[src/rtl/dmem_byte_bridge_if.sv]
// Bus bundle between the CPU data port, the byte bridge and a byte-wide SRAM.
// The master side is the CPU plus the SRAM model; the slave side is the bridge.
interface dmem_byte_bridge_if #(
   parameter int ADDR_W = 32
);
   logic              req_en;
   logic [3:0]        req_wea;
   logic [ADDR_W-1:0] req_addr;
   logic [31:0]       req_wdata;
   logic              stall;
   logic [31:0]       rdata;
   logic              rdata_valid;
   logic              mem_en;
   logic              mem_we;
   logic [ADDR_W-1:0] mem_addr;
   logic [7:0]        mem_wdata;
   logic [7:0]        mem_rdata;

   modport master (
      output req_en, req_wea, req_addr, req_wdata, mem_rdata,
      input  stall, rdata, rdata_valid, mem_en, mem_we, mem_addr, mem_wdata
   );

   modport slave (
      input  req_en, req_wea, req_addr, req_wdata, mem_rdata,
      output stall, rdata, rdata_valid, mem_en, mem_we, mem_addr, mem_wdata
   );
endinterface

[src/rtl/dmem_byte_bridge.sv]
// Splits 32-bit CPU data accesses into byte accesses on an 8-bit SRAM:
// stores touch only enabled lanes, loads fetch all four lanes and reassemble.
module dmem_byte_bridge #(
   parameter int ADDR_W = 32
) (
   input  logic             clk,
   input  logic             resetn,
   dmem_byte_bridge_if.slave bus
);

   typedef enum logic [2:0] {IDLE, WRITE, READ, RWAIT, DONE} state_t;

   state_t            state_r, state_s;
   logic [ADDR_W-3:0] addr_r, addr_s;
   logic [3:0]        wea_r, wea_s;
   logic [31:0]       wdata_r, wdata_s;
   logic [1:0]        lane_r, lane_s;
   logic              is_read_r, is_read_s;
   logic [31:0]       rdata_r, rdata_s;
   logic [ADDR_W-1:0] mem_addr_r, mem_addr_s;
   logic [7:0]        mem_wdata_r, mem_wdata_s;
   logic              mem_en_r, mem_en_s;
   logic              mem_we_r, mem_we_s;
   logic              rdata_valid_r, rdata_valid_s;
   logic [2:0]        hit_s;

   // Lowest enabled lane at or above start; bit 2 flags that one was found.
   function automatic logic [2:0] find_lane(input logic [3:0] mask, input logic [2:0] start);
      logic [2:0] res;
      res = 3'b000;
      for (int i = 3; i >= 0; i--) begin
         if (mask[i] && (3'(i) >= start)) res = {1'b1, 2'(i)};
         else                             res = res;
      end
      return res;
   endfunction

   function automatic logic [7:0] byte_sel(input logic [31:0] word, input logic [1:0] lane);
      logic [7:0] res;
      case (lane)
         2'd0:    res = word[7:0];
         2'd1:    res = word[15:8];
         2'd2:    res = word[23:16];
         2'd3:    res = word[31:24];
         default: res = 8'h00;
      endcase
      return res;
   endfunction

   function automatic logic [31:0] put_byte(input logic [31:0] word, input logic [1:0] lane,
                                            input logic [7:0] b);
      logic [31:0] res;
      res = word;
      case (lane)
         2'd0:    res[7:0]   = b;
         2'd1:    res[15:8]  = b;
         2'd2:    res[23:16] = b;
         2'd3:    res[31:24] = b;
         default: res        = word;
      endcase
      return res;
   endfunction

   // Next-state and next-output logic; SRAM outputs are registered so they hold between accesses.
   always_comb begin
      state_s       = state_r;
      addr_s        = addr_r;
      wea_s         = wea_r;
      wdata_s       = wdata_r;
      lane_s        = lane_r;
      is_read_s     = is_read_r;
      rdata_s       = rdata_r;
      mem_addr_s    = mem_addr_r;
      mem_wdata_s   = mem_wdata_r;
      mem_en_s      = 1'b0;
      mem_we_s      = 1'b0;
      rdata_valid_s = 1'b0;
      hit_s         = 3'b000;
      case (state_r)
         IDLE: begin
            if (bus.req_en) begin
               addr_s    = bus.req_addr[ADDR_W-1:2];
               wea_s     = bus.req_wea;
               wdata_s   = bus.req_wdata;
               is_read_s = (bus.req_wea == 4'b0000);
               hit_s     = find_lane(bus.req_wea, 3'd0);
               mem_en_s  = 1'b1;
               if (bus.req_wea == 4'b0000) begin
                  state_s    = READ;
                  lane_s     = 2'd0;
                  mem_addr_s = {bus.req_addr[ADDR_W-1:2], 2'd0};
               end else begin
                  state_s     = WRITE;
                  lane_s      = hit_s[1:0];
                  mem_we_s    = 1'b1;
                  mem_addr_s  = {bus.req_addr[ADDR_W-1:2], hit_s[1:0]};
                  mem_wdata_s = byte_sel(bus.req_wdata, hit_s[1:0]);
               end
            end else begin
               state_s = IDLE;
            end
         end
         WRITE: begin
            // Jump straight to the next enabled lane so disabled lanes cost nothing.
            hit_s = find_lane(wea_r, {1'b0, lane_r} + 3'd1);
            if (hit_s[2]) begin
               lane_s      = hit_s[1:0];
               mem_en_s    = 1'b1;
               mem_we_s    = 1'b1;
               mem_addr_s  = {addr_r, hit_s[1:0]};
               mem_wdata_s = byte_sel(wdata_r, hit_s[1:0]);
            end else begin
               state_s = DONE;
            end
         end
         READ: begin
            // SRAM data lags the strobe by one cycle, so this cycle returns lane_r-1.
            if (lane_r != 2'd0) rdata_s = put_byte(rdata_r, lane_r - 2'd1, bus.mem_rdata);
            else                rdata_s = rdata_r;
            if (lane_r == 2'd3) begin
               state_s = RWAIT;
            end else begin
               lane_s     = lane_r + 2'd1;
               mem_en_s   = 1'b1;
               mem_addr_s = {addr_r, lane_r + 2'd1};
            end
         end
         RWAIT: begin
            rdata_s       = put_byte(rdata_r, 2'd3, bus.mem_rdata);
            state_s       = DONE;
            rdata_valid_s = is_read_r;
         end
         DONE: begin
            state_s = IDLE;
         end
         default: begin
            state_s = IDLE;
         end
      endcase
   end

   // State and output registers, cleared asynchronously.
   always_ff @(posedge clk or negedge resetn) begin
      if (!resetn) begin
         state_r       <= IDLE;
         addr_r        <= '0;
         wea_r         <= 4'b0000;
         wdata_r       <= 32'h0000_0000;
         lane_r        <= 2'd0;
         is_read_r     <= 1'b0;
         rdata_r       <= 32'h0000_0000;
         mem_addr_r    <= '0;
         mem_wdata_r   <= 8'h00;
         mem_en_r      <= 1'b0;
         mem_we_r      <= 1'b0;
         rdata_valid_r <= 1'b0;
      end else begin
         state_r       <= state_s;
         addr_r        <= addr_s;
         wea_r         <= wea_s;
         wdata_r       <= wdata_s;
         lane_r        <= lane_s;
         is_read_r     <= is_read_s;
         rdata_r       <= rdata_s;
         mem_addr_r    <= mem_addr_s;
         mem_wdata_r   <= mem_wdata_s;
         mem_en_r      <= mem_en_s;
         mem_we_r      <= mem_we_s;
         rdata_valid_r <= rdata_valid_s;
      end
   end

   // Stall is combinational so the CPU freezes in the very cycle it presents a request.
   assign bus.stall = ((state_r == IDLE) && bus.req_en) || (state_r == WRITE) ||
                      (state_r == READ) || (state_r == RWAIT);
   assign bus.rdata       = rdata_r;
   assign bus.rdata_valid = rdata_valid_r;
   assign bus.mem_en      = mem_en_r;
   assign bus.mem_we      = mem_we_r;
   assign bus.mem_addr    = mem_addr_r;
   assign bus.mem_wdata   = mem_wdata_r;

endmodule

[src/flat_wrapper.sv]
// flat-port wrapper written by rule: the top's interface ports become plain ports
module dmem_byte_bridge_flat 
#(
   parameter int ADDR_W = 32
)
  (clk, resetn, bus_req_en, bus_req_wea, bus_req_addr, bus_req_wdata, bus_mem_rdata, bus_stall, bus_rdata, bus_rdata_valid, bus_mem_en, bus_mem_we, bus_mem_addr, bus_mem_wdata);
  dmem_byte_bridge_if #(.ADDR_W(ADDR_W)) bus_i ();
  input  logic clk;
  input  logic resetn;
  input wire logic [$bits(bus_i.req_en)-1:0] bus_req_en;
  input wire logic [$bits(bus_i.req_wea)-1:0] bus_req_wea;
  input wire logic [$bits(bus_i.req_addr)-1:0] bus_req_addr;
  input wire logic [$bits(bus_i.req_wdata)-1:0] bus_req_wdata;
  input wire logic [$bits(bus_i.mem_rdata)-1:0] bus_mem_rdata;
  output wire logic [$bits(bus_i.stall)-1:0] bus_stall;
  output wire logic [$bits(bus_i.rdata)-1:0] bus_rdata;
  output wire logic [$bits(bus_i.rdata_valid)-1:0] bus_rdata_valid;
  output wire logic [$bits(bus_i.mem_en)-1:0] bus_mem_en;
  output wire logic [$bits(bus_i.mem_we)-1:0] bus_mem_we;
  output wire logic [$bits(bus_i.mem_addr)-1:0] bus_mem_addr;
  output wire logic [$bits(bus_i.mem_wdata)-1:0] bus_mem_wdata;
  assign bus_i.req_en = bus_req_en;
  assign bus_i.req_wea = bus_req_wea;
  assign bus_i.req_addr = bus_req_addr;
  assign bus_i.req_wdata = bus_req_wdata;
  assign bus_i.mem_rdata = bus_mem_rdata;
  assign bus_stall = bus_i.stall;
  assign bus_rdata = bus_i.rdata;
  assign bus_rdata_valid = bus_i.rdata_valid;
  assign bus_mem_en = bus_i.mem_en;
  assign bus_mem_we = bus_i.mem_we;
  assign bus_mem_addr = bus_i.mem_addr;
  assign bus_mem_wdata = bus_i.mem_wdata;
  dmem_byte_bridge #(.ADDR_W(ADDR_W)) u_core (.clk(clk), .resetn(resetn), .bus(bus_i));
endmodule
[config.mk]
export PLATFORM = sky130hd
export DESIGN_NAME = dmem_byte_bridge_flat
export DESIGN_NICKNAME = d
export VERILOG_FILES = /design/src/rtl/dmem_byte_bridge_if.sv /design/src/rtl/dmem_byte_bridge.sv /design/src/flat_wrapper.sv
export SDC_FILE = /design/constraint.sdc
export NUM_CORES = 1
export LEC_CHECK = 0
export ABC_AREA = 1
export CAP_MARGIN = 20
export CORE_MARGIN = 2
export CORE_UTILIZATION = 45
export CTS_CLUSTER_DIAMETER = 50
export DETAILED_ROUTE_END_ITERATION = 6
export GPL_ROUTABILITY_DRIVEN = 1
export MAX_ROUTING_LAYER = met4
export PLACE_DENSITY = 0.76
export SETUP_SLACK_MARGIN = 0.1
export SLEW_MARGIN = 20
export SYNTH_ARGS = -nofsm -noshare
export SYNTH_HDL_FRONTEND = slang
export SYNTH_SLANG_ARGS = --single-unit
[constraint.sdc]
create_clock -name clk -period 2.2 [get_ports clk]
set_clock_uncertainty 0.05 [all_clocks]
set_input_delay 0.22 -clock clk [delete_from_list [all_inputs] [get_ports clk]]
set_output_delay 0.22 -clock clk [all_outputs]
set_load 0.005 [all_outputs]
==> results of run 1 <==
==> cells by family after synthesis <==
kind of cell             count (synthesis)  synth area share
buffers and inverters                  133            0.0837
flip-flops                             145             0.538
AND/OR/NAND/NOR                        405             0.252
adder cells (fa/ha/maj)                  6            0.0111
AO/OA/AOI/OAI                          148             0.115
==> metal layers <==
layer | wire [um] | track usage
met5 | 0 | -
met1 | 7670 | 0.302
met2 | 7850 | 0.331
met4 | 242 | 0.0672
met3 | 1060 | 0.0472
==> cell usage after synthesis, types with 4 or more instances <==
| cell type | number |
|---|---|
| sky130_fd_sc_hd__clkbuf_1 | 19 |
| sky130_fd_sc_hd__nand2_1 | 279 |
| sky130_fd_sc_hd__o21ai_0 | 134 |
| sky130_fd_sc_hd__buf_4 | 7 |
| sky130_fd_sc_hd__buf_6 | 4 |
| sky130_fd_sc_hd__nand2_2 | 8 |
| sky130_fd_sc_hd__nor2_1 | 32 |
| sky130_fd_sc_hd__dfrtp_1 | 145 |
| sky130_fd_sc_hd__nand3_1 | 67 |
| sky130_fd_sc_hd__nand4_1 | 8 |
| sky130_fd_sc_hd__buf_2 | 7 |
| sky130_fd_sc_hd__a21oi_2 | 6 |
| sky130_fd_sc_hd__ha_1 | 6 |
| sky130_fd_sc_hd__inv_1 | 89 |
==> through the flow <==
step | setup slack, ns | util
after floorplan | 0.325 | -
after global routing | 0.0893 | 0.630
final | 0.195 | 0.630
after CTS | 0.111 | 0.623
after global placement | 0.183 | 0.581
after detailed placement | 0.0905 | 0.581
==> registers in the layout, summed over array words and instances, names as in the netlist <==
name and flops:
u_core.bus.rdata 32, u_core.is_read_r 1, u_core.state_r 3, u_core.wea_r 4, u_core.lane_r 1, u_core.bus.mem_en 1
u_core.bus.mem_addr 31, u_core.wdata_r 32, u_core.bus.rdata_valid 1, u_core.addr_r 30, u_core.bus.mem_wdata 8, u_core.bus.mem_we 1
==> area by class of cell <==
cell class                      count  area [um2]  share of cell area
Tap cell                          184         230              0.0251
Clock inverter                     10         134              0.0146
Inverter                           94         353              0.0384
Multi-Input combinational cell    560        2600               0.283
Sequential cell                   145        3630               0.395
Timing Repair Buffer              176        1780               0.193
Clock buffer                       22         464              0.0505
==> placed cells by master (no fill, tap or decap), types with 5 or more instances in the layout <==
master / Yosys / routed
sky130_fd_sc_hd__nand2_1: 279 / 279
sky130_fd_sc_hd__clkdlybuf4s50_1: 0 / 151
sky130_fd_sc_hd__dfrtp_1: 145 / 143
sky130_fd_sc_hd__o21ai_0: 134 / 132
sky130_fd_sc_hd__inv_1: 89 / 88
sky130_fd_sc_hd__nand3_1: 67 / 67
sky130_fd_sc_hd__nor2_1: 32 / 32
sky130_fd_sc_hd__clkbuf_16: 0 / 17
sky130_fd_sc_hd__buf_4: 7 / 16
sky130_fd_sc_hd__nand4_1: 8 / 8
sky130_fd_sc_hd__a21oi_2: 6 / 6
sky130_fd_sc_hd__ha_1: 6 / 6
sky130_fd_sc_hd__nand2_2: 8 / 5
sky130_fd_sc_hd__buf_12: 0 / 5
==> how the worst min path moves through the flow <==
stage                                 from                             to
after global placement              resetn    u_core.bus.mem_we$_DFF_PN0_
after CTS                 bus_req_addr[24]  u_core.addr_r[22]$_DFFE_PN0P_
after detailed placement            resetn    u_core.bus.mem_we$_DFF_PN0_
final                               resetn    u_core.bus.mem_we$_DFF_PN0_
after global routing      bus_req_addr[31]  u_core.addr_r[29]$_DFFE_PN0P_
after floorplan                     resetn   u_core.addr_r[0]$_DFFE_PN0P_
==> power by group <==
part           internal (uW)  switching, uW
logic                   2570           3040
clock network           1840           1090
registers               3870            693
total                   8280           4820
==> timing repair <==
item,in CTS,in global routing
cloned,0,1
hold buffers,1,0
pin swaps,0,2
hold endpoints to repair,60,0
setup buffers,0,4
setup endpoints to repair,15,41
gates resized for setup,1,15
==> reports/summary.json, run 1 <==
{
  "synth.cell_area": {"value": 0.00674, "unit": "mm2"},
  "setup.worst_path.start_class": {"value": "register"},
  "fp.dieArea": {"value": 0.0160, "unit": "mm2"},
  "synthArstFlopShare": {"value": 1.00},
  "hold_viol_final": {"value": 0},
  "power_density": {"value": 1430, "unit": "mW/mm2"},
  "timing.hold.worst.class": {"value": "primary input to asynchronous set/reset pin"},
  "grtUsageTotal": {"value": 0.220},
  "hpwlAfterDp": {"value": 11.4, "unit": "mm"},
  "outcome": {"value": "finished clean"},
  "yosysWarnings": {"value": 0},
  "n_antenna_cell": {"value": 0},
  "endpoint": {"value": "bus_stall"},
  "synth-edff-count": {"value": 0},
  "clkLatencyLatePin": {"value": 0.42, "unit": "ns"},
  "coreArea": {"value": 0.0146, "unit": "mm2"},
  "critical_r2r_launch": {"value": "u_core.lane_r[0]$_DFFE_PN0P_"},
  "dpl_cells": {"value": 1153},
  "post_synth_main_area_contributors": {"value": "sky130_fd_sc_hd__dfrtp_1 54%, sky130_fd_sc_hd__nand2_1 16%, sky130_fd_sc_hd__o21ai_0 9.9%, sky130_fd_sc_hd__nand3_1 5.0%, sky130_fd_sc_hd__inv_1 5.0%"},
  "cp_num_buf_inv": {"value": 1},
  "reg2reg_to": {"value": "u_core.bus.mem_addr[16]$_DFFE_PN0P_"},
  "die_w": {"value": 126, "unit": "um"},
  "critical_path.max_stage_delay": {"value": 0.51, "unit": "ns"},
  "rsz0062_at_grt": {"value": "yes"},
  "postRouteAntennaNets": {"value": 0},
  "dr.pass1.iters": {"value": 6},
  "numClockSinks": {"value": 145},
  "syn-mean-instance-area": {"value": 8.05, "unit": "um2"},
  "postPlaceCellArea": {"value": 0.00848, "unit": "mm2"},
  "gp_routability_congestion": {"value": 0.861},
  "vertical_extent_of_the_die": {"value": 126, "unit": "um"},
  "syn_to_final_growth": {"value": 36.3, "unit": "%"},
  "fin_area": {"value": 0.00919, "unit": "mm2"},
  "path_max_fanout": {"value": 4},
  "finalNetCount": {"value": 1079},
  "reg2regPathDepth": {"value": 13},
  "holdWs": {"value": 0.306, "unit": "ns"},
  "worstPathRequired": {"value": 1.93, "unit": "ns"},
  "antenna_found_initial": {"value": 0},
  "via_count_of_the_routed_design": {"value": 5940},
  "rows": {"value": 44},
  "post-route-period-util": {"value": 0.911},
  "timing.final.setup_violations": {"value": 0},
  "cts_root_buf": {"value": "sky130_fd_sc_hd__clkbuf_16"},
  "grt_first_pass_wirelength": {"value": 27.6, "unit": "mm"},
  "slew_viol_final": {"value": 0},
  "drt_first_iter_violations": {"value": 495},
  "cts_tree": {"value": "built"},
  "postSynthNetCount": {"value": 922},
  "first_global_vias": {"value": 5530},
  "globalRoute.totalOverflow": {"value": 0},
  "num_io_pins": {"value": 155},
  "filler_cell_count": {"value": 1233},
  "buffer_ports.inserted": {"value": 152},
  "syn-instance-count": {"value": 837},
  "fin_crit": {"value": 2.00, "unit": "ns"},
  "critPathLaunch": {"value": "u_core.state_r[2]$_DFFE_PN0P_"},
  "cp_top_family": {"value": "buffers and inverters"},
  "timing.critical_path.to_type": {"value": "primary output"},
  "synth.distinct_cells": {"value": 29},
  "drt-vias-per-instance": {"value": 4.99},
  "worstPathArrival": {"value": 1.73, "unit": "ns"},
  "detail_route.wirelength": {"value": 16.8, "unit": "mm"},
  "start_util": {"value": 0.462},
  "ffs_latches_synth": {"value": 145},
  "cap_viol_max_count": {"value": 0},
  "path_class": {"value": "register to primary output"},
  "avgRoutedWirePerCell": {"value": 14.1, "unit": "um"},
  "clk_pin_slew": {"value": 0.06, "unit": "ns"},
  "h-tree-depth": {"value": 4},
  "fin_total_pwr": {"value": 13100, "unit": "uW"},
  "timing.max_slew.rel_slack": {"value": 0.585},
  "drc": {"value": 0},
  "synth_ff_type": {"value": "sky130_fd_sc_hd__dfrtp_1"},
  "p_leak": {"value": 0.00457, "unit": "uW"},
  "fmax": {"value": 499, "unit": "MHz"},
  "setup_total_negative_slack": {"value": 0, "unit": "ns"},
  "vdd_drop_max": {"value": 911, "unit": "uV"},
  "yosys.area.top_type": {"value": "sky130_fd_sc_hd__dfrtp_1"},
  "rrSetupSlack": {"value": 0.20, "unit": "ns"},
  "final_cells": {"value": 1191},
  "post_route_cells_drive_above_1_share": {"value": 0.0824},
  "cts_max_path_buffers": {"value": 2},
  "synth_largest_type_area_fraction": {"value": 0.538},
  "critical_path_cell_count": {"value": 4},
  "critical_path.slowest_cell": {"value": "sky130_fd_sc_hd__clkdlybuf4s50_1"},
  "maximum_number_of_pins_on_one_net_before_global_route_repair": {"value": 92},
  "worst-slew-pin-transition": {"value": 0.623, "unit": "ns"},
  "cp_cell_sequence": {"value": "nor2_4 > nand3_4 > nand3_1 > clkdlybuf4s50_1"},
  "num_cts_buffers": {"value": 17},
  "synth_seq_area_share": {"value": 0.538}
}
Note: power is estimated with default switching activity, not from simulation.
==> inputs of run 2 (changes only) <==
--- a/config.mk
+++ b/config.mk
@@ -11,9 +11,8 @@
 export CORE_UTILIZATION = 45
 export CTS_CLUSTER_DIAMETER = 50
 export DETAILED_ROUTE_END_ITERATION = 6
-export GPL_ROUTABILITY_DRIVEN = 1
 export MAX_ROUTING_LAYER = met4
-export PLACE_DENSITY = 0.76
+export PLACE_DENSITY = 0.8
 export SETUP_SLACK_MARGIN = 0.1
 export SLEW_MARGIN = 20
 export SYNTH_ARGS = -nofsm -noshare
==> run 2 against run 1 <==
  * First-iteration DRC count is 29% higher
  * Clock-buffer cell count stayed put
  * Cell count hardly changed
  * Die area stayed put
  * Critical path type is now register to register
  * Via count is 1.2% higher
  * Hold slack worse by 0.046 ns
  * Design area is 0.39% higher
==> reports/summary.json, run 2 (synthesis gave the netlist of run 1 again) <==
{
  "most-common-layout-cells": {"value": "279 x sky130_fd_sc_hd__nand2_1, 151 x sky130_fd_sc_hd__clkdlybuf4s50_1, 144 x sky130_fd_sc_hd__dfrtp_1"},
  "final_util": {"value": 0.632},
  "vertical_extent_of_the_die": {"value": 126, "unit": "um"},
  "fin_area": {"value": 0.00922, "unit": "mm2"},
  "outcome": {"value": "finished clean"},
  "power_density": {"value": 1410, "unit": "mW/mm2"},
  "syn_to_final_growth": {"value": 36.8, "unit": "%"},
  "clk_pin_slew": {"value": 0.06, "unit": "ns"},
  "drt_first_iter_violations": {"value": 641},
  "fmax": {"value": 474, "unit": "MHz"},
  "n_antenna_cell": {"value": 0},
  "die_w": {"value": 126, "unit": "um"},
  "grtUsageTotal": {"value": 0.223},
  "maximum_number_of_pins_on_one_net_before_global_route_repair": {"value": 106},
  "first_global_vias": {"value": 5564},
  "drt-vias-per-instance": {"value": 5.04},
  "setup_total_negative_slack": {"value": 0, "unit": "ns"},
  "fp.dieArea": {"value": 0.0160, "unit": "mm2"},
  "cts_root_buf": {"value": "sky130_fd_sc_hd__clkbuf_16"},
  "numClockSinks": {"value": 145},
  "num_io_pins": {"value": 155},
  "placement.setup.worst_slack": {"value": 0.000146, "unit": "ns"},
  "cap_viol_max_count": {"value": 0},
  "num_cts_buffers": {"value": 17},
  "globalRoute.totalOverflow": {"value": 0},
  "gp_routability_congestion": {"value": 0.871},
  "detail_route.wirelength": {"value": 17.4, "unit": "mm"},
  "fin_crit": {"value": 2.11, "unit": "ns"},
  "leading_cell_type_in_the_layout_fill_and_taps_excluded": {"value": "sky130_fd_sc_hd__nand2_1"},
  "drc": {"value": 0},
  "antenna_found_initial": {"value": 0},
  "path_class": {"value": "register to register"},
  "p_leak": {"value": 0.00459, "unit": "uW"},
  "hold_viol_final": {"value": 0},
  "dr.pass1.iters": {"value": 5},
  "finalNetCount": {"value": 1083},
  "vdd_drop_max": {"value": 733, "unit": "uV"},
  "hpwlAfterDp": {"value": 11.5, "unit": "mm"},
  "worstPathRequired": {"value": 2.44, "unit": "ns"},
  "clkLatencyLatePin": {"value": 0.41, "unit": "ns"},
  "cts_tree": {"value": "built"},
  "coreArea": {"value": 0.0146, "unit": "mm2"},
  "buffer_ports.inserted": {"value": 152},
  "worstPathArrival": {"value": 2.35, "unit": "ns"},
  "final_ws_setup": {"value": 0.0921, "unit": "ns"},
  "setup.worst_path.start_class": {"value": "register"},
  "timing.critical_path.to_type": {"value": "register"},
  "path_max_fanout": {"value": 17},
  "avgRoutedWirePerCell": {"value": 14.6, "unit": "um"},
  "grt_first_pass_wirelength": {"value": 27.9, "unit": "mm"},
  "rsz0062_at_grt": {"value": "yes"},
  "rows": {"value": 44},
  "postRouteAntennaNets": {"value": 0},
  "post_route_cells_drive_above_1_share": {"value": 0.0843},
  "worst-slew-pin-transition": {"value": 0.569, "unit": "ns"},
  "slew_viol_final": {"value": 0},
  "via_count_of_the_routed_design": {"value": 6010},
  "post-route-period-util": {"value": 0.958},
  "timing.max_slew.rel_slack": {"value": 0.620},
  "timing.hold.worst.class": {"value": "primary input to asynchronous set/reset pin"},
  "timing.final.setup_violations": {"value": 0},
  "fin_total_pwr": {"value": 13000, "unit": "uW"},
  "start_util": {"value": 0.462},
  "h-tree-depth": {"value": 4},
  "cts_max_path_buffers": {"value": 2},
  "postPlaceCellArea": {"value": 0.00848, "unit": "mm2"}
}
run 2: through the flow:
step	hold WS, ns	cells
floorplan	-0.126	837
CTS	0.278	1181
global route	0.301	1192
finish	0.260	1192
detailed placement	0.147	1151
global placement	0.143	1151
run 2: critical path, cell delays in order, from the launching register on:
cell                      delay [ns]
sky130_fd_sc_hd__dfrtp_2        0.46
sky130_fd_sc_hd__buf_4          0.15
sky130_fd_sc_hd__ha_2           0.18
sky130_fd_sc_hd__nand2_1        0.06
sky130_fd_sc_hd__nand2_1        0.06
sky130_fd_sc_hd__nand2_2        0.06
sky130_fd_sc_hd__buf_4          0.19
sky130_fd_sc_hd__nand3_4        0.21
sky130_fd_sc_hd__o21ai_0        0.25
sky130_fd_sc_hd__nand3_1        0.15
sky130_fd_sc_hd__nand2_1        0.09
sky130_fd_sc_hd__a21oi_1        0.07
run 2: layout make-up:
type	count	area (um2)
sequential	145	3630
inverter	94	353
timing repair buffer	178	1860
clock buffer	22	454
tap	184	230
fill	1198	5370
multi-input combinational	562	2640
clock inverter	7	63.8
run 2: what timing repair did:
item | 4_1_cts | 5_1_grt
endpoints found under the setup margin | 32 | 42
gates resized for setup | 2 | 20
gates cloned | 0 | 5
endpoints found under the hold margin | 48 | 0
hold buffers | 1 | 0
setup buffers | 0 | 6
pin swaps | 0 | 8
run 2: per-layer routing:
layer | track usage | routed length (um) | up-vias
met5 | - | 0 | -
met4 | 0.0459 | 143 | 0
met3 | 0.0557 | 1160 | 16
met2 | 0.345 | 8340 | 205
met1 | 0.302 | 7710 | 2809
li1 | - | - | 2980
run 2: power breakdown:
part | leakage (uW) | internal, uW | total [uW] | switching [uW]
clock network | 0.000259 | 1550 | 2580 | 1020
logic | 0.00262 | 2720 | 5890 | 3180
registers | 0.00171 | 3870 | 4570 | 699
total | 0.00459 | 8140 | 13000 | 4900
run 2: path summary, 6_finish.rpt:
kind	from	end	slack [ns]	cells after the start
setup / recovery	u_core.lane_r[0]$_DFFE_PN0P_	u_core.bus.mem_wdata[0]$_DFFE_PN0P_	0.09	11
hold / removal	resetn	u_core.bus.mem_wdata[5]$_DFFE_PN0P_	0.26	2
setup reg to reg	u_core.lane_r[0]$_DFFE_PN0P_	u_core.bus.mem_wdata[0]$_DFFE_PN0P_	0.09	11
hold reg to reg	u_core.bus.rdata[0]$_DFFE_PN0P_	u_core.bus.rdata[0]$_DFFE_PN0P_	0.43	2
max in group asynchronous	resetn	u_core.wdata_r[10]$_DFFE_PN0P_	1.16	3
min in group clk	bus_req_addr[25]	u_core.addr_r[23]$_DFFE_PN0P_	0.33	3
==> inputs of run 3 (changes only) <==
--- a/config.mk
+++ b/config.mk
@@ -7,12 +7,12 @@
 export LEC_CHECK = 0
 export ABC_AREA = 1
 export CAP_MARGIN = 20
-export CORE_MARGIN = 2
+export CORE_MARGIN = 1
 export CORE_UTILIZATION = 45
 export CTS_CLUSTER_DIAMETER = 50
 export DETAILED_ROUTE_END_ITERATION = 6
 export MAX_ROUTING_LAYER = met4
-export PLACE_DENSITY = 0.8
+export PLACE_DENSITY = 0.73
 export SETUP_SLACK_MARGIN = 0.1
 export SLEW_MARGIN = 20
 export SYNTH_ARGS = -nofsm -noshare
==> run 3 against run 2 <==
  * Setup slack gained 0.10 ns
  * Critical path depth shrank 7
  * Via count shrank 2.0%
  * Register-to-register slack gained 0.14 ns
  * Sequential cell count is the same
  * Sequential power is essentially flat
  * Non-clock buffer count grew 2
  * Die area shrank 3.1%
  * Core utilization grew 0.51 points
  * Clock power grew 23%
  * Largest cell class unchanged
  * First-iteration DRC count shrank 15%
==> reports/summary.json, run 3 (synthesis gave the netlist of run 1 again) <==
{
  "leading_cell_type_in_the_layout_fill_and_taps_excluded": {"value": "sky130_fd_sc_hd__nand2_1"},
  "worstPathRequired": {"value": 1.93, "unit": "ns"},
  "vdd_drop_max": {"value": 880, "unit": "uV"},
  "filler_cell_count": {"value": 1229},
  "share_clk_of_total_power": {"value": 0.235},
  "timing.max_slew.rel_slack": {"value": 0.628},
  "final_util": {"value": 0.637},
  "num_io_pins": {"value": 155},
  "h-tree-depth": {"value": 4},
  "syn_to_final_growth": {"value": 37.9, "unit": "%"},
  "antenna_found_initial": {"value": 0},
  "most-common-layout-cells": {"value": "279 x sky130_fd_sc_hd__nand2_1, 151 x sky130_fd_sc_hd__clkdlybuf4s50_1, 143 x sky130_fd_sc_hd__dfrtp_1"},
  "fin_total_pwr": {"value": 13500, "unit": "uW"},
  "clkLatencyLatePin": {"value": 0.42, "unit": "ns"},
  "pwr-share-seq": {"value": 0.338},
  "timing.final.setup_violations": {"value": 0},
  "start_util": {"value": 0.462},
  "outcome": {"value": "finished clean"},
  "path_class": {"value": "register to primary output"},
  "setup_total_negative_slack": {"value": 0, "unit": "ns"},
  "global_route.usage.met2": {"value": 0.344},
  "grt.busiest_layer": {"value": "met2"},
  "drt-vias-per-instance": {"value": 4.93},
  "worstPathArrival": {"value": 1.74, "unit": "ns"},
  "buffer_ports.inserted": {"value": 152},
  "cp_num_buf_inv": {"value": 1},
  "post-route-period-util": {"value": 0.912},
  "slew_viol_final": {"value": 0},
  "numClockSinks": {"value": 145},
  "vertical_extent_of_the_die": {"value": 124, "unit": "um"},
  "rrSetupSlack": {"value": 0.23, "unit": "ns"},
  "grt_util_met1": {"value": 0.321},
  "hold_viol_final": {"value": 0},
  "power.share.combinational": {"value": 0.427},
  "postRouteAntennaNets": {"value": 0},
  "power_density": {"value": 1450, "unit": "mW/mm2"},
  "cap_viol_max_count": {"value": 0},
  "grt_first_pass_wirelength": {"value": 28.0, "unit": "mm"},
  "p_leak": {"value": 0.00462, "unit": "uW"},
  "critical_path.slowest_cell": {"value": "sky130_fd_sc_hd__clkdlybuf4s50_1"},
  "cts_max_path_buffers": {"value": 2},
  "post_route_cells_drive_above_1_share": {"value": 0.0870},
  "critical_path.max_stage_delay": {"value": 0.52, "unit": "ns"},
  "rows": {"value": 44},
  "clk_pin_slew": {"value": 0.06, "unit": "ns"},
  "avgRoutedWirePerCell": {"value": 14.2, "unit": "um"},
  "drc": {"value": 0},
  "coreArea": {"value": 0.0146, "unit": "mm2"},
  "globalRoute.totalOverflow": {"value": 0},
  "setup.worst_path.start_class": {"value": "register"},
  "n_antenna_cell": {"value": 0},
  "num_cts_buffers": {"value": 17},
  "net-switching-power": {"value": 4900, "unit": "uW"},
  "gp_routability_congestion": {"value": 0.874},
  "grtUsageTotal": {"value": 0.233},
  "maximum_number_of_pins_on_one_net_before_global_route_repair": {"value": 79},
  "cts_root_buf": {"value": "sky130_fd_sc_hd__clkbuf_16"},
  "fmax": {"value": 498, "unit": "MHz"},
  "rsz0062_at_grt": {"value": "no"},
  "via_count_of_the_routed_design": {"value": 5887},
  "first_global_vias": {"value": 5536},
  "timing.hold.worst.class": {"value": "primary input to asynchronous set/reset pin"},
  "dr.pass1.iters": {"value": 5},
  "internal-power": {"value": 8590, "unit": "uW"},
  "cp_cell_sequence": {"value": "nor2_4 > nand2_4 > nand3_1 > clkdlybuf4s50_1"},
  "sw_ratio": {"value": 0.363},
  "hpwlAfterDp": {"value": 11.4, "unit": "mm"},
  "timing.critical_path.to_type": {"value": "primary output"},
  "met3_usage": {"value": 0.0477},
  "worst-slew-pin-transition": {"value": 0.557, "unit": "ns"},
  "cp_top_family": {"value": "buffers and inverters"},
  "fin_crit": {"value": 2.01, "unit": "ns"},
  "die_w": {"value": 124, "unit": "um"},
  "finalNetCount": {"value": 1084},
  "drt_first_iter_violations": {"value": 543},
  "detail_route.wirelength": {"value": 17.0, "unit": "mm"},
  "cts_tree": {"value": "built"},
  "fp.dieArea": {"value": 0.0155, "unit": "mm2"},
  "path_max_fanout": {"value": 8}
}
-- run 3: cell types whose count changed in the layout (fill, tap and decap cells not counted), moves of 3 or more --
cell | before | now
sky130_fd_sc_hd__o21ai_1 | 4 | 0
sky130_fd_sc_hd__clkinvlp_4 | 0 | 3
sky130_fd_sc_hd__o21ai_0 | 129 | 134
sky130_fd_sc_hd__buf_12 | 8 | 5
sky130_fd_sc_hd__buf_4 | 15 | 19
sky130_fd_sc_hd__bufinv_16 | 1 | 5
sky130_fd_sc_hd__clkinv_2 | 5 | 2
-- run 3: per-layer routing --
layer	wire length, um	vias to the layer above
met5	0	-
met4	244	0
met3	954	17
met2	7770	191
met1	8040	2703
li1	-	2976
-- run 3: final cells by class --
cell class / count / area (um2) / area share
sequential: 145 / 3630 / 0.391
multi-input combinational: 561 / 2620 / 0.282
clock buffer: 21 / 460 / 0.0495
timing repair buffer: 180 / 1820 / 0.196
clock inverter: 10 / 183 / 0.0196
tap: 184 / 230 / 0.0248
inverter: 94 / 353 / 0.0379
-- run 3: what timing repair did --
action / CTS / global route
buffers inserted: 3 / 5
endpoints found under the setup margin: 33 / 42
gates cloned: 1 / 2
hold endpoints to repair: 46 / 0
pin swaps: 1 / 4
hold buffers: 1 / 0
resized for setup: 5 / 9
-- run 3: power groups by stage --
| stage | clock (uW) | sequential, uW | combinational (uW) |
|---|---|---|---|
| after floorplan | 0 | 4470 | 3200 |
| final | 3170 | 4550 | 5760 |
| after detailed placement | 0 | 4550 | 5350 |
| after global placement | 0 | 4540 | 5210 |
| after CTS | 3220 | 4540 | 5550 |
| after global routing | 3360 | 4690 | 6460 |
-- run 3: worst paths after layout --
kind	endpoint	cells past startpoint	startpoint
worst max-delay path	bus_stall	4	u_core.state_r[2]$_DFFE_PN0P_
worst min-delay path	u_core.wdata_r[6]$_DFFE_PN0P_	2	resetn
worst max register to register	u_core.bus.mem_addr[31]$_DFFE_PN0P_	13	u_core.lane_r[0]$_DFFE_PN0P_
worst min register to register	u_core.bus.rdata[9]$_DFFE_PN0P_	2	u_core.bus.rdata[9]$_DFFE_PN0P_
max in group asynchronous	u_core.lane_r[0]$_DFFE_PN0P_	3	resetn
min in group clk	u_core.wdata_r[16]$_DFFE_PN0P_	3	bus_req_wdata[16]
-- run 3: worst reg2reg max path, cell delays in order, from the launching register on --
cell	delay, ns
sky130_fd_sc_hd__dfrtp_2	0.45
sky130_fd_sc_hd__buf_4	0.15
sky130_fd_sc_hd__buf_4	0.13
sky130_fd_sc_hd__nand2_1	0.05
sky130_fd_sc_hd__nand2_1	0.06
sky130_fd_sc_hd__nand2_2	0.11
sky130_fd_sc_hd__nand2_2	0.09
sky130_fd_sc_hd__o21ai_4	0.18
sky130_fd_sc_hd__inv_2	0.07
sky130_fd_sc_hd__nor2_4	0.12
sky130_fd_sc_hd__buf_6	0.16
sky130_fd_sc_hd__nand2_4	0.11
sky130_fd_sc_hd__nand2_1	0.10
sky130_fd_sc_hd__nand2_1	0.05
-- run 3: stage by stage --
step                      hold slack, ns  setup WS (ns)  instances  instance area (um2)
final                              0.251          0.193       1195                 9300
after global routing               0.299         0.0948       1195                 9300
after CTS                          0.263          0.121       1188                 9190
after detailed placement           0.141         0.0504       1152                 8460
after global placement             0.136          0.108       1152                 8460
after floorplan                   -0.126          0.325        837                 6740
